[src/rtl/id_pkg.sv]
// id_pkg: shared constants and types for the ID stage (field slices of the
// 32-bit instruction word, immediate-extension selector, decode bundle).
package id_pkg;

  localparam int XLEN_DEF = 32;
  localparam int IR_W     = 32;

  // Instruction field positions.
  localparam int OP_LSB   = 26;
  localparam int RS_LSB   = 21;
  localparam int RT_LSB   = 16;
  localparam int RD_LSB   = 11;
  localparam int SH_LSB   = 6;
  localparam int FIELD_W  = 5;
  localparam int IMM_W    = 16;
  localparam int JIDX_W   = 26;

  typedef enum logic {
    IMM_SEXT = 1'b0,
    IMM_ZEXT = 1'b1
  } imm_ext_e;

  // Decode bundle at the default datapath width.
  typedef struct packed {
    logic [XLEN_DEF-1:0] rd1;
    logic [XLEN_DEF-1:0] rd2;
    logic [XLEN_DEF-1:0] imm;
    logic [FIELD_W-1:0]  shamt;
    logic [FIELD_W-1:0]  wb_num;
    logic [XLEN_DEF-1:0] jaddr;
  } id_dec_t;

endpackage

[src/rtl/id_regfile.sv]
// id_regfile: NREG x XLEN register file, two asynchronous read ports, one
// write port, register 0 hardwired to zero, cleared by asynchronous reset.
// Any write-first bypass is the parent's job.
module id_regfile
  import id_pkg::*;
#(
  parameter int XLEN   = XLEN_DEF,
  parameter int NREG   = 32,
  localparam int REG_AW = $clog2(NREG)
) (
  input  logic              clk,
  input  logic              rst_n,
  input  logic [REG_AW-1:0] raddr1,
  input  logic [REG_AW-1:0] raddr2,
  output logic [XLEN-1:0]   rdata1,
  output logic [XLEN-1:0]   rdata2,
  input  logic              we,
  input  logic [REG_AW-1:0] waddr,
  input  logic [XLEN-1:0]   wdata
);

  logic [XLEN-1:0] regs_q [NREG];
  logic [XLEN-1:0] regs_d [NREG];

  // Next register contents: apply the single write, never to register 0.
  always_comb begin
    regs_d = regs_q;
    if (we && (waddr != '0)) begin
      regs_d[waddr] = wdata;
    end
  end

  // Storage with asynchronous clear.
  always_ff @(posedge clk or negedge rst_n) begin
    if (!rst_n) begin
      for (int i = 0; i < NREG; i++) begin
        regs_q[i] <= '0;
      end
    end else begin
      regs_q <= regs_d;
    end
  end

  assign rdata1 = (raddr1 == '0) ? '0 : regs_q[raddr1];
  assign rdata2 = (raddr2 == '0) ? '0 : regs_q[raddr2];

endmodule

[src/rtl/id_stage_pipe.sv]
// id_stage_pipe: instruction decode with register-file read, held in a
// valid/ready ID/EX register; also owns HI/LO and the write-back port.
// Build option: define ID_WB_BYPASS_EN for write-first register reads at
// load time; otherwise reads are read-first.
module id_stage_pipe
  import id_pkg::*;
#(
  parameter int XLEN     = XLEN_DEF,
  parameter int NREG     = 32,
  parameter int LINK_REG = 31,
  parameter int SYS_R1   = 4,
  parameter int SYS_R2   = 2,
  localparam int REG_AW  = $clog2(NREG)
) (
  input  logic              clk,
  input  logic              rst_n,
  input  logic              in_valid,
  output logic              in_ready,
  input  logic [IR_W-1:0]   in_ir,
  input  logic              syscall,
  input  logic              unsigned_imm,
  input  logic              reg_dst,
  input  logic              jr,
  input  logic              jal,
  input  logic              flush,
  output logic              out_valid,
  input  logic              out_ready,
  output logic [XLEN-1:0]   out_rd1,
  output logic [XLEN-1:0]   out_rd2,
  output logic [XLEN-1:0]   out_imm,
  output logic [4:0]        out_shamt,
  output logic [REG_AW-1:0] out_wb_num,
  output logic [XLEN-1:0]   out_jaddr,
  input  logic              wb_en,
  input  logic [REG_AW-1:0] wb_num,
  input  logic [XLEN-1:0]   wb_data,
  input  logic              hi_we,
  input  logic [XLEN-1:0]   hi_data,
  input  logic              lo_we,
  input  logic [XLEN-1:0]   lo_data,
  output logic [XLEN-1:0]   hi,
  output logic [XLEN-1:0]   lo
);

  function automatic logic [XLEN-1:0] ext_imm(input logic [IMM_W-1:0] v,
                                              input imm_ext_e kind);
    if (kind == IMM_ZEXT) return {{(XLEN-IMM_W){1'b0}}, v};
    return {{(XLEN-IMM_W){v[IMM_W-1]}}, v};
  endfunction

  // Opcode bits are consumed by the main decoder, not here.
  logic unused_op;
  assign unused_op = ^in_ir[IR_W-1:OP_LSB];

  logic [REG_AW-1:0] r1_idx, r2_idx, wb_num_dec;
  logic [XLEN-1:0]   rf_rd1, rf_rd2, op1, op2, imm_dec, jaddr_dec;
  logic              wb_live;

  logic              valid_q, valid_d;
  logic [XLEN-1:0]   rd1_q, rd1_d, rd2_q, rd2_d, imm_q, imm_d, jaddr_q, jaddr_d;
  logic [4:0]        shamt_q, shamt_d;
  logic [REG_AW-1:0] wb_num_q, wb_num_d, r1_q, r1_d, r2_q, r2_d;
  logic              jr_q, jr_d;
  logic [XLEN-1:0]   hi_q, hi_d, lo_q, lo_d;

  logic load, stall;

  assign wb_live  = wb_en && (wb_num != '0);
  assign in_ready = !valid_q || out_ready;
  assign load     = in_valid && in_ready && !flush;
  assign stall    = valid_q && !out_ready;

  id_regfile #(.XLEN(XLEN), .NREG(NREG)) u_rf (
    .clk    (clk),
    .rst_n  (rst_n),
    .raddr1 (r1_idx),
    .raddr2 (r2_idx),
    .rdata1 (rf_rd1),
    .rdata2 (rf_rd2),
    .we     (wb_en),
    .waddr  (wb_num),
    .wdata  (wb_data)
  );

  // Field decode, operand selection and jump-target formation.
  always_comb begin
    r1_idx     = syscall ? REG_AW'(SYS_R1) : in_ir[RS_LSB +: REG_AW];
    r2_idx     = syscall ? REG_AW'(SYS_R2) : in_ir[RT_LSB +: REG_AW];
    wb_num_dec = jal     ? REG_AW'(LINK_REG)
               : (reg_dst ? in_ir[RD_LSB +: REG_AW] : in_ir[RT_LSB +: REG_AW]);
    imm_dec    = ext_imm(in_ir[IMM_W-1:0], imm_ext_e'(unsigned_imm));
`ifdef ID_WB_BYPASS_EN
    op1 = (wb_live && (wb_num == r1_idx)) ? wb_data : rf_rd1;
    op2 = (wb_live && (wb_num == r2_idx)) ? wb_data : rf_rd2;
`else
    op1 = rf_rd1;
    op2 = rf_rd2;
`endif
    jaddr_dec  = jr ? op1 : XLEN'(in_ir[JIDX_W-1:0]);
  end

  // ID/EX register next state: flush > load > pop; refresh held operands on stall.
  always_comb begin
    valid_d  = valid_q;
    rd1_d    = rd1_q;
    rd2_d    = rd2_q;
    imm_d    = imm_q;
    shamt_d  = shamt_q;
    wb_num_d = wb_num_q;
    jaddr_d  = jaddr_q;
    r1_d     = r1_q;
    r2_d     = r2_q;
    jr_d     = jr_q;
    hi_d     = hi_we ? hi_data : hi_q;
    lo_d     = lo_we ? lo_data : lo_q;

    if (flush) begin
      valid_d = 1'b0;
    end else if (load) begin
      valid_d = 1'b1;
    end else if (valid_q && out_ready) begin
      valid_d = 1'b0;
    end

    if (load) begin
      rd1_d    = op1;
      rd2_d    = op2;
      imm_d    = imm_dec;
      shamt_d  = in_ir[SH_LSB +: FIELD_W];
      wb_num_d = wb_num_dec;
      jaddr_d  = jaddr_dec;
      r1_d     = r1_idx;
      r2_d     = r2_idx;
      jr_d     = jr;
    end else if (stall && wb_live) begin
      // A stalled instruction must not carry a stale operand into EX.
      if (wb_num == r1_q) begin
        rd1_d = wb_data;
        if (jr_q) jaddr_d = wb_data;
      end
      if (wb_num == r2_q) begin
        rd2_d = wb_data;
      end
    end
  end

  // ---- ID/EX register and HI/LO state ----
  always_ff @(posedge clk or negedge rst_n) begin
    if (!rst_n) begin
      valid_q  <= 1'b0;
      rd1_q    <= '0;
      rd2_q    <= '0;
      imm_q    <= '0;
      shamt_q  <= '0;
      wb_num_q <= '0;
      jaddr_q  <= '0;
      r1_q     <= '0;
      r2_q     <= '0;
      jr_q     <= 1'b0;
      hi_q     <= '0;
      lo_q     <= '0;
    end else begin
      valid_q  <= valid_d;
      rd1_q    <= rd1_d;
      rd2_q    <= rd2_d;
      imm_q    <= imm_d;
      shamt_q  <= shamt_d;
      wb_num_q <= wb_num_d;
      jaddr_q  <= jaddr_d;
      r1_q     <= r1_d;
      r2_q     <= r2_d;
      jr_q     <= jr_d;
      hi_q     <= hi_d;
      lo_q     <= lo_d;
    end
  end

  assign out_valid  = valid_q;
  assign out_rd1    = rd1_q;
  assign out_rd2    = rd2_q;
  assign out_imm    = imm_q;
  assign out_shamt  = shamt_q;
  assign out_wb_num = wb_num_q;
  assign out_jaddr  = jaddr_q;
  assign hi         = hi_q;
  assign lo         = lo_q;

endmodule

[config.mk]
export PLATFORM = sky130hd
export DESIGN_NAME = id_stage_pipe
export DESIGN_NICKNAME = d
export VERILOG_FILES = /design/src/rtl/id_pkg.sv /design/src/rtl/id_regfile.sv /design/src/rtl/id_stage_pipe.sv
export SDC_FILE = /design/constraint.sdc
export NUM_CORES = 2
export LEC_CHECK = 0
export CAP_MARGIN = 25
export CORE_MARGIN = 5
export CORE_UTILIZATION = 50
export DETAILED_ROUTE_END_ITERATION = 7
export GPL_TIMING_DRIVEN = 0
export HOLD_SLACK_MARGIN = 0.15
export PLACE_DENSITY = 0.8
export SYNTH_ARGS = -nofsm -noshare
export SYNTH_HDL_FRONTEND = slang
export SYNTH_HIERARCHICAL = 1
export SYNTH_SLANG_ARGS = --single-unit
[constraint.sdc]
create_clock -name clk -period 2.1 [get_ports clk]
set_input_delay 0.63 -clock clk [delete_from_list [all_inputs] [get_ports clk]]
set_output_delay 0.63 -clock clk [all_outputs]
set_load 0.02 [all_outputs]
[Word-level counts from Yosys, hierarchy flattened]
Index checks and enable logic that the tools add are counted.
Cells by class
  muxes and demuxes: 32
  order comparisons: 4
  reductions and logical operators: 22
  equal/unequal tests: 2
  bitwise logic cells: 3
Operators with widths (count)
  bitwise mux 1024 bit: 1
  2-to-1 mux 32 bit: 20
  binary-select mux 32 bit (select 5 bit): 2
  demux 32 bit (select 5 bit): 1
  2-to-1 mux 5 bit: 4
  greater-or-equal comparator 6 bit, second input constant: 3
  inverter 5 -> 6 bit: 3
  equality test 5 bit: 2
  logical NOT 5 bit: 2
  nonzero test 2 bit: 4
  logical AND 1 bit: 7
  < comparator 6 x 1 -> 1 bit, second input constant: 1
  nonzero test 5 bit: 1
  2-to-1 mux 1 bit: 4
  AND reduction 2 bit: 2
  logical NOT 1 bit: 3
  AND reduction 3 bit: 1
  nonzero test 3 bit: 1
  logical OR 1 bit: 1
Word-level totals
  input bits: 146
  word-level logic and storage cells: 107
  output and inout port bits: 204
  register bits: 1238

[Logic depth before layout (Yosys ltp)]
  word-level depth: 8
  depth in mapped cells: 12
  depth with buffers taken out: 7

[By module]
Netlist, hierarchy kept.
By module, submodules not included
  id_regfile: times used 1, cells an instance 3543, sequential area each 25624.6 µm², area an instance 54103.1 µm²
  id_stage_pipe: times used 1, cells an instance 877, sequential area each 4854.7 µm², area an instance 9449.1 µm²

[Least setup slack after synthesis]
No wires, ideal clock.
  path type: input-to-reg
  from: input port in_ir[21]
  to: register jaddr_q[10], in the netlist out_jaddr[10]
  data required time: 1960 ps
  setup time: 140 ps
  path buffers: 2
  path slack: -600 ps
  stages: 9
  arrival: 2560 ps
  path through: nor2b_1 clkbuf_2 buf_2 mux4_2 a22o_1 a2111oi_0 nor3_1 mux2i_1 a22oi_1
Between the ends
  cells in the longest elaborated chain, start to end: 8
  elaborated cells on any way between the ends: 9
  those cells by class: 7 x mux; 1 x bitwise; 1 x reduce/logical
Ends and longest elaborated chain
  from (decl): RTL line id_stage_pipe.sv:19  | input logic [IR_W-1:0] in_ir,
  2-to-1 mux 5 bit (*): RTL line id_stage_pipe.sv:87  | r1_idx = syscall ? REG_AW'(SYS_R1) : in_ir[RS_LSB +: REG_AW];
  inverter 5 -> 6 bit (implied by the code): RTL line id_regfile.sv:44  | assign rdata1 = (raddr1 == '0) ? '0 : regs_q[raddr1];
  binary-select mux 32 bit (select 5 bit): RTL line id_regfile.sv:44
  2-to-1 mux 32 bit (implied by the code) (2 in series): RTL line id_regfile.sv:44
  2-to-1 mux 32 bit (*): RTL line id_regfile.sv:44
  named net op1[10]: RTL line id_stage_pipe.sv:56  | logic [XLEN-1:0] rf_rd1, rf_rd2, op1, op2, imm_dec, jaddr_dec;
  2-to-1 mux 32 bit (*): RTL line id_stage_pipe.sv:99  | jaddr_dec = jr ? op1 : XLEN'(in_ir[JIDX_W-1:0]);
  2-to-1 mux 32 bit (*): RTL line id_stage_pipe.sv:125  | if (load) begin
  to (signal assigned): RTL line id_stage_pipe.sv:169  | jaddr_q <= jaddr_d;
  to (decl): RTL line id_stage_pipe.sv:60  | logic [XLEN-1:0] rd1_q, rd1_d, rd2_q, rd2_d, imm_q, imm_d, jaddr_q, jaddr_d;
Mark *: on every way through the listed nets, which the timed path passes. The rest lies on a longest branch. The select of a mux whose other input is x is not followed.
A chain may end at the register's enable or synchronous reset.

[Worst setup path after layout]
  from: input port syscall
  to: register jaddr_q[22], in the netlist out_jaddr[22]
Between the ends
  cells in the longest elaborated chain, start to end: 8
  elaborated cells on any way between the ends: 9
  those cells by class: 7 x mux; 1 x bitwise; 1 x reduce/logical
Ends and longest elaborated chain
  from (decl): RTL line id_stage_pipe.sv:20  | input logic syscall,
  2-to-1 mux 5 bit (*): RTL line id_stage_pipe.sv:87
  named net r1_idx[2]: RTL line id_stage_pipe.sv:55  | logic [REG_AW-1:0] r1_idx, r2_idx, wb_num_dec;
  inverter 5 -> 6 bit (implied by the code): RTL line id_regfile.sv:44
  binary-select mux 32 bit (select 5 bit): RTL line id_regfile.sv:44
  2-to-1 mux 32 bit (implied by the code) (2 in series): RTL line id_regfile.sv:44
  2-to-1 mux 32 bit (*): RTL line id_regfile.sv:44
  named net op1[22]: RTL line id_stage_pipe.sv:56
  2-to-1 mux 32 bit (*): RTL line id_stage_pipe.sv:99
  2-to-1 mux 32 bit (*): RTL line id_stage_pipe.sv:125
Marks and branches as above.

==> results.txt <==
status -> finished with violations
failing checks -> design-rule violations, negative hold slack, negative setup slack
initial antenna violation count -> 18
dpl cell area -> 70400 um2
final hold vios -> 126
clock root buffer -> clkbuf_16
met3 wire len -> 50.2 mm
Internal -> 51.9 mW
final net count -> 5294
CTS H-Tree Depth -> 4
FF-to-FF path depth -> 5
Via Count -> 51700
post-detail-place hpwl -> 182 mm
post-DR wirelength/cell -> 41.4 um
Final period util -> 129%
yosys warns -> 6
maximum VDD drop -> 0.00106 V
Net Sw Frac -> 31.6%
WS Path Type -> input pin to register
part of the power in combinational logic -> 26.5%
slowest CP cell -> nor3_4
worst rel slew slack -> 22.7%
design area -> 83100 um2
worst setup margin -> -0.605 ns
Synth Area in Adders -> 0%
most frequent cells in the layout -> 1209 x dfrtp_1, 1086 x mux2_2, 459 x mux4_2, 199 x clkbuf_1, 157 x dlymetal6s2s_1
CTS Buf Count -> 135
Crit path top cell by count -> buf_4
CP Cell Sequence -> buf_16, buf_4, or2_4, buf_4, or3_4, buf_6, o22ai_1, a2111oi_4, nor3_4, mux2i_1, a22oi_1
R2R setup slack -> -0.19 ns
DRC viols -> 4
row count -> 130
Finished Layout Cells -> 6910
Worst path max stage delay -> 0.51 ns
switching power total -> 24.0 mW
Arr. time, crit path -> 3.43 ns
Reg2Reg Capture Point -> out_rd2[5]
core area -> 126000 um2
clk sinks -> 1218
DR WL met2 -> 115 mm
DP Cell Count -> 6448
Worst-Skew Late Latency -> 0.82 ns
die footprint -> 134000 um2
fmax -> 0.370 GHz
mux contribution to synthesized area -> 38.7%
GRT Util Overall -> 40.5%
DRT iter0 DRCs -> 8623
clk_skew -> 0.0382 ns
gr ovfl total -> 0
CP top delay family -> simple AND/OR/NAND/NOR gates
Synth Area in Simple Gates -> 2.84%
DR vias/cell -> 7.48
Sequential Power Share -> 41.6%
max capacitance violation total -> 0
Synth cell types -> 56
complex-gate fraction of the synthesized area -> 6.41%
Synth Net Count -> 4566
largest net degree at the start of global routing -> 183
Critical Path Source Type -> input pin
Final ANT Viol Nets -> 0
area grow syn2layout -> 30.7%
pre-CTS WS -> -3.57 ns
leading cell type in the layout, fill and taps excluded -> dfrtp_1
setup tns final -> -110.88 ns
measured slew at the worst slew-check pin -> 1.16 ns
Synth Area in XOR/XNOR -> 0.138%
Fin Hold WS -> -0.188 ns
Final Critical Period -> 2.70 ns
router iterations before antenna repair -> 8
share of cells above drive strength 1 -> 54.0%
Initial Util -> 50.5%
clock power share -> 31.9%
ys async rst share -> 100%
met1 WL -> 88.1 mm
# setup viols final -> 805
Synth Instances -> 4420
launching point of the worst reg2reg path -> r2_q[3]
critical path fanouts, max -> 10
wirelength, routed -> 286 mm
first-pass GRT wire length -> 386 mm
Clock Tree Buf Depth -> 3
die height -> 367 um
I/O Buffers -> 340
main combinational cell family by area after synthesis -> multiplexers
Seq/Total Area, Yosys -> 48.0%
number of synthesized register bits -> 1218
syn avg cell area -> 14.4 um2
clock transition at the registers of the reported paths -> 0.06 ns
Power Density -> 913 nW/um2
Mapped Area -> 63600 um2
final-report max-slew violation count -> 0
Hold Crit Class -> input pin to asynchronous set/reset pin
Placer Congestion -> 1.03
Top Ports -> 350
vias in the first global route -> 51100
RSZ-0062 raised after global routing -> yes
CP endpoint kind -> register
EDFF count, synth -> 0
Buf+Inv Stages, Crit Path -> 4
Synth Flop Type -> dfrtp_1
Pleak -> 35.8 nW
highest routed layer -> met5
CTS tree -> done
Die Wd -> 367 um
CP required -> 2.82 ns
[power groups by stage]
stage          Sequential [mW]  Clock, mW  Combinational [mW]
2_1_floorplan             30.8          0                10.2
3_3_place_gp              31.3          0                15.7
3_5_place_dp              31.4          0                16.5
4_1_cts                   31.0       24.1                18.3
5_1_grt                   31.7       25.1                20.6
6_report                  31.5       24.2                20.1
[registers in the layout (all words and copies together), names as in the netlist]
register     count
hi              32
out_imm         17
out_jaddr       32
r1_q             5
r2_q             5
out_valid        1
jr_q             1
lo              32
out_rd1         32
out_wb_num       5
out_rd2         32
u_rf/regs_q   1024
[per-stage QoR]
stage	utilization [%]	total power, mW
6_report	66.0	75.9
5_1_grt	66.0	77.5
4_1_cts	63.5	73.4
3_5_place_dp	55.9	47.9
3_3_place_gp	55.4	46.9
2_1_floorplan	-	41.0
[worst max path at each step]
stage	cells past startpoint	from	slack, ns	endpoint
4_1_cts	14	syscall	-0.45	out_jaddr[10]
3_5_place_dp	12	syscall	-3.57	out_jaddr[15]
2_1_floorplan	10	in_ir[21]	-0.49	out_jaddr[0]
3_3_place_gp	1	rst_n	-54.43	u_rf/regs_q[842]
6_report	11	syscall	-0.60	out_jaddr[22]
5_1_grt	14	syscall	-0.56	out_jaddr[3]
[metal layers]
| layer | track usage, % | vias up |
|---|---|---|
| li1 | - | 18600 |
| met1 | 46.0 | 26200 |
| met2 | 55.3 | 5178 |
| met3 | 23.7 | 1696 |
| met4 | 32.0 | 30 |
| met5 | 0.962 | - |
[cells in the mapped netlist, drive strengths merged (2+ instances only)]
cell | n | share of area [%]
a21oi | 48 | 0.38
nor3 | 54 | 0.43
mux2i | 191 | 3.0
clkbuf | 272 | 1.6
or3b | 2 | 0.028
nor3b | 4 | 0.047
or3 | 4 | 0.039
nand3 | 6 | 0.047
or2 | 4 | 0.039
buf | 266 | 2.3
and2 | 4 | 0.039
a211oi | 46 | 0.54
mux4 | 459 | 16
a21o | 3 | 0.035
nor2 | 94 | 0.56
xnor2 | 10 | 0.14
o31ai | 64 | 0.76
a31oi | 71 | 0.70
a32o | 8 | 0.13
nand2b | 13 | 0.13
nand2 | 79 | 0.47
dfrtp | 1218 | 48
a2111oi | 33 | 0.49
a41oi | 26 | 0.62
o21ai | 34 | 0.27
a22oi | 44 | 0.52
inv | 2 | 0.012
nand4b | 3 | 0.041
a22o | 54 | 0.74
nor2b | 38 | 0.37
o22ai | 78 | 0.77
o221ai | 27 | 0.37
mux2 | 1097 | 19
nand4 | 40 | 0.39
nor4 | 10 | 0.098
nand3b | 3 | 0.035
[logic make-up (layout without fill, tap and decap cells)]
family                 Yosys count  after routing
buffers and inverters          541           1373
AND/OR/NAND/NOR                363            363
XOR/XNOR                        10             10
flip-flops                    1218           1218
AO/OA/AOI/OAI                  541            541
other                            0              8
multiplexers                  1747           1747
[repair_timing]
item                       in CTS  in global routing
setup endpoints to repair    1583               1664
gates resized for setup       942                705
hold endpoints to repair      126                126
cloned                         21                  9
setup buffers                 122                109
pin swaps                     105                135
[area by class of cell]
| class | count | area (um2) |
|---|---|---|
| Sequential cell | 1218 | 30500 |
| Antenna cell | 8 | 20.0 |
| Fill cell | 8236 | 42800 |
| Multi-Input combinational cell | 2661 | 33800 |
| Clock inverter | 32 | 300 |
| Inverter | 3 | 12.5 |
| Buffer | 515 | 4570 |
| Timing Repair Buffer | 614 | 7740 |
| Clock buffer | 209 | 4110 |
| Tap cell | 1650 | 2060 |
Note: power is estimated with default switching activity, not from simulation.
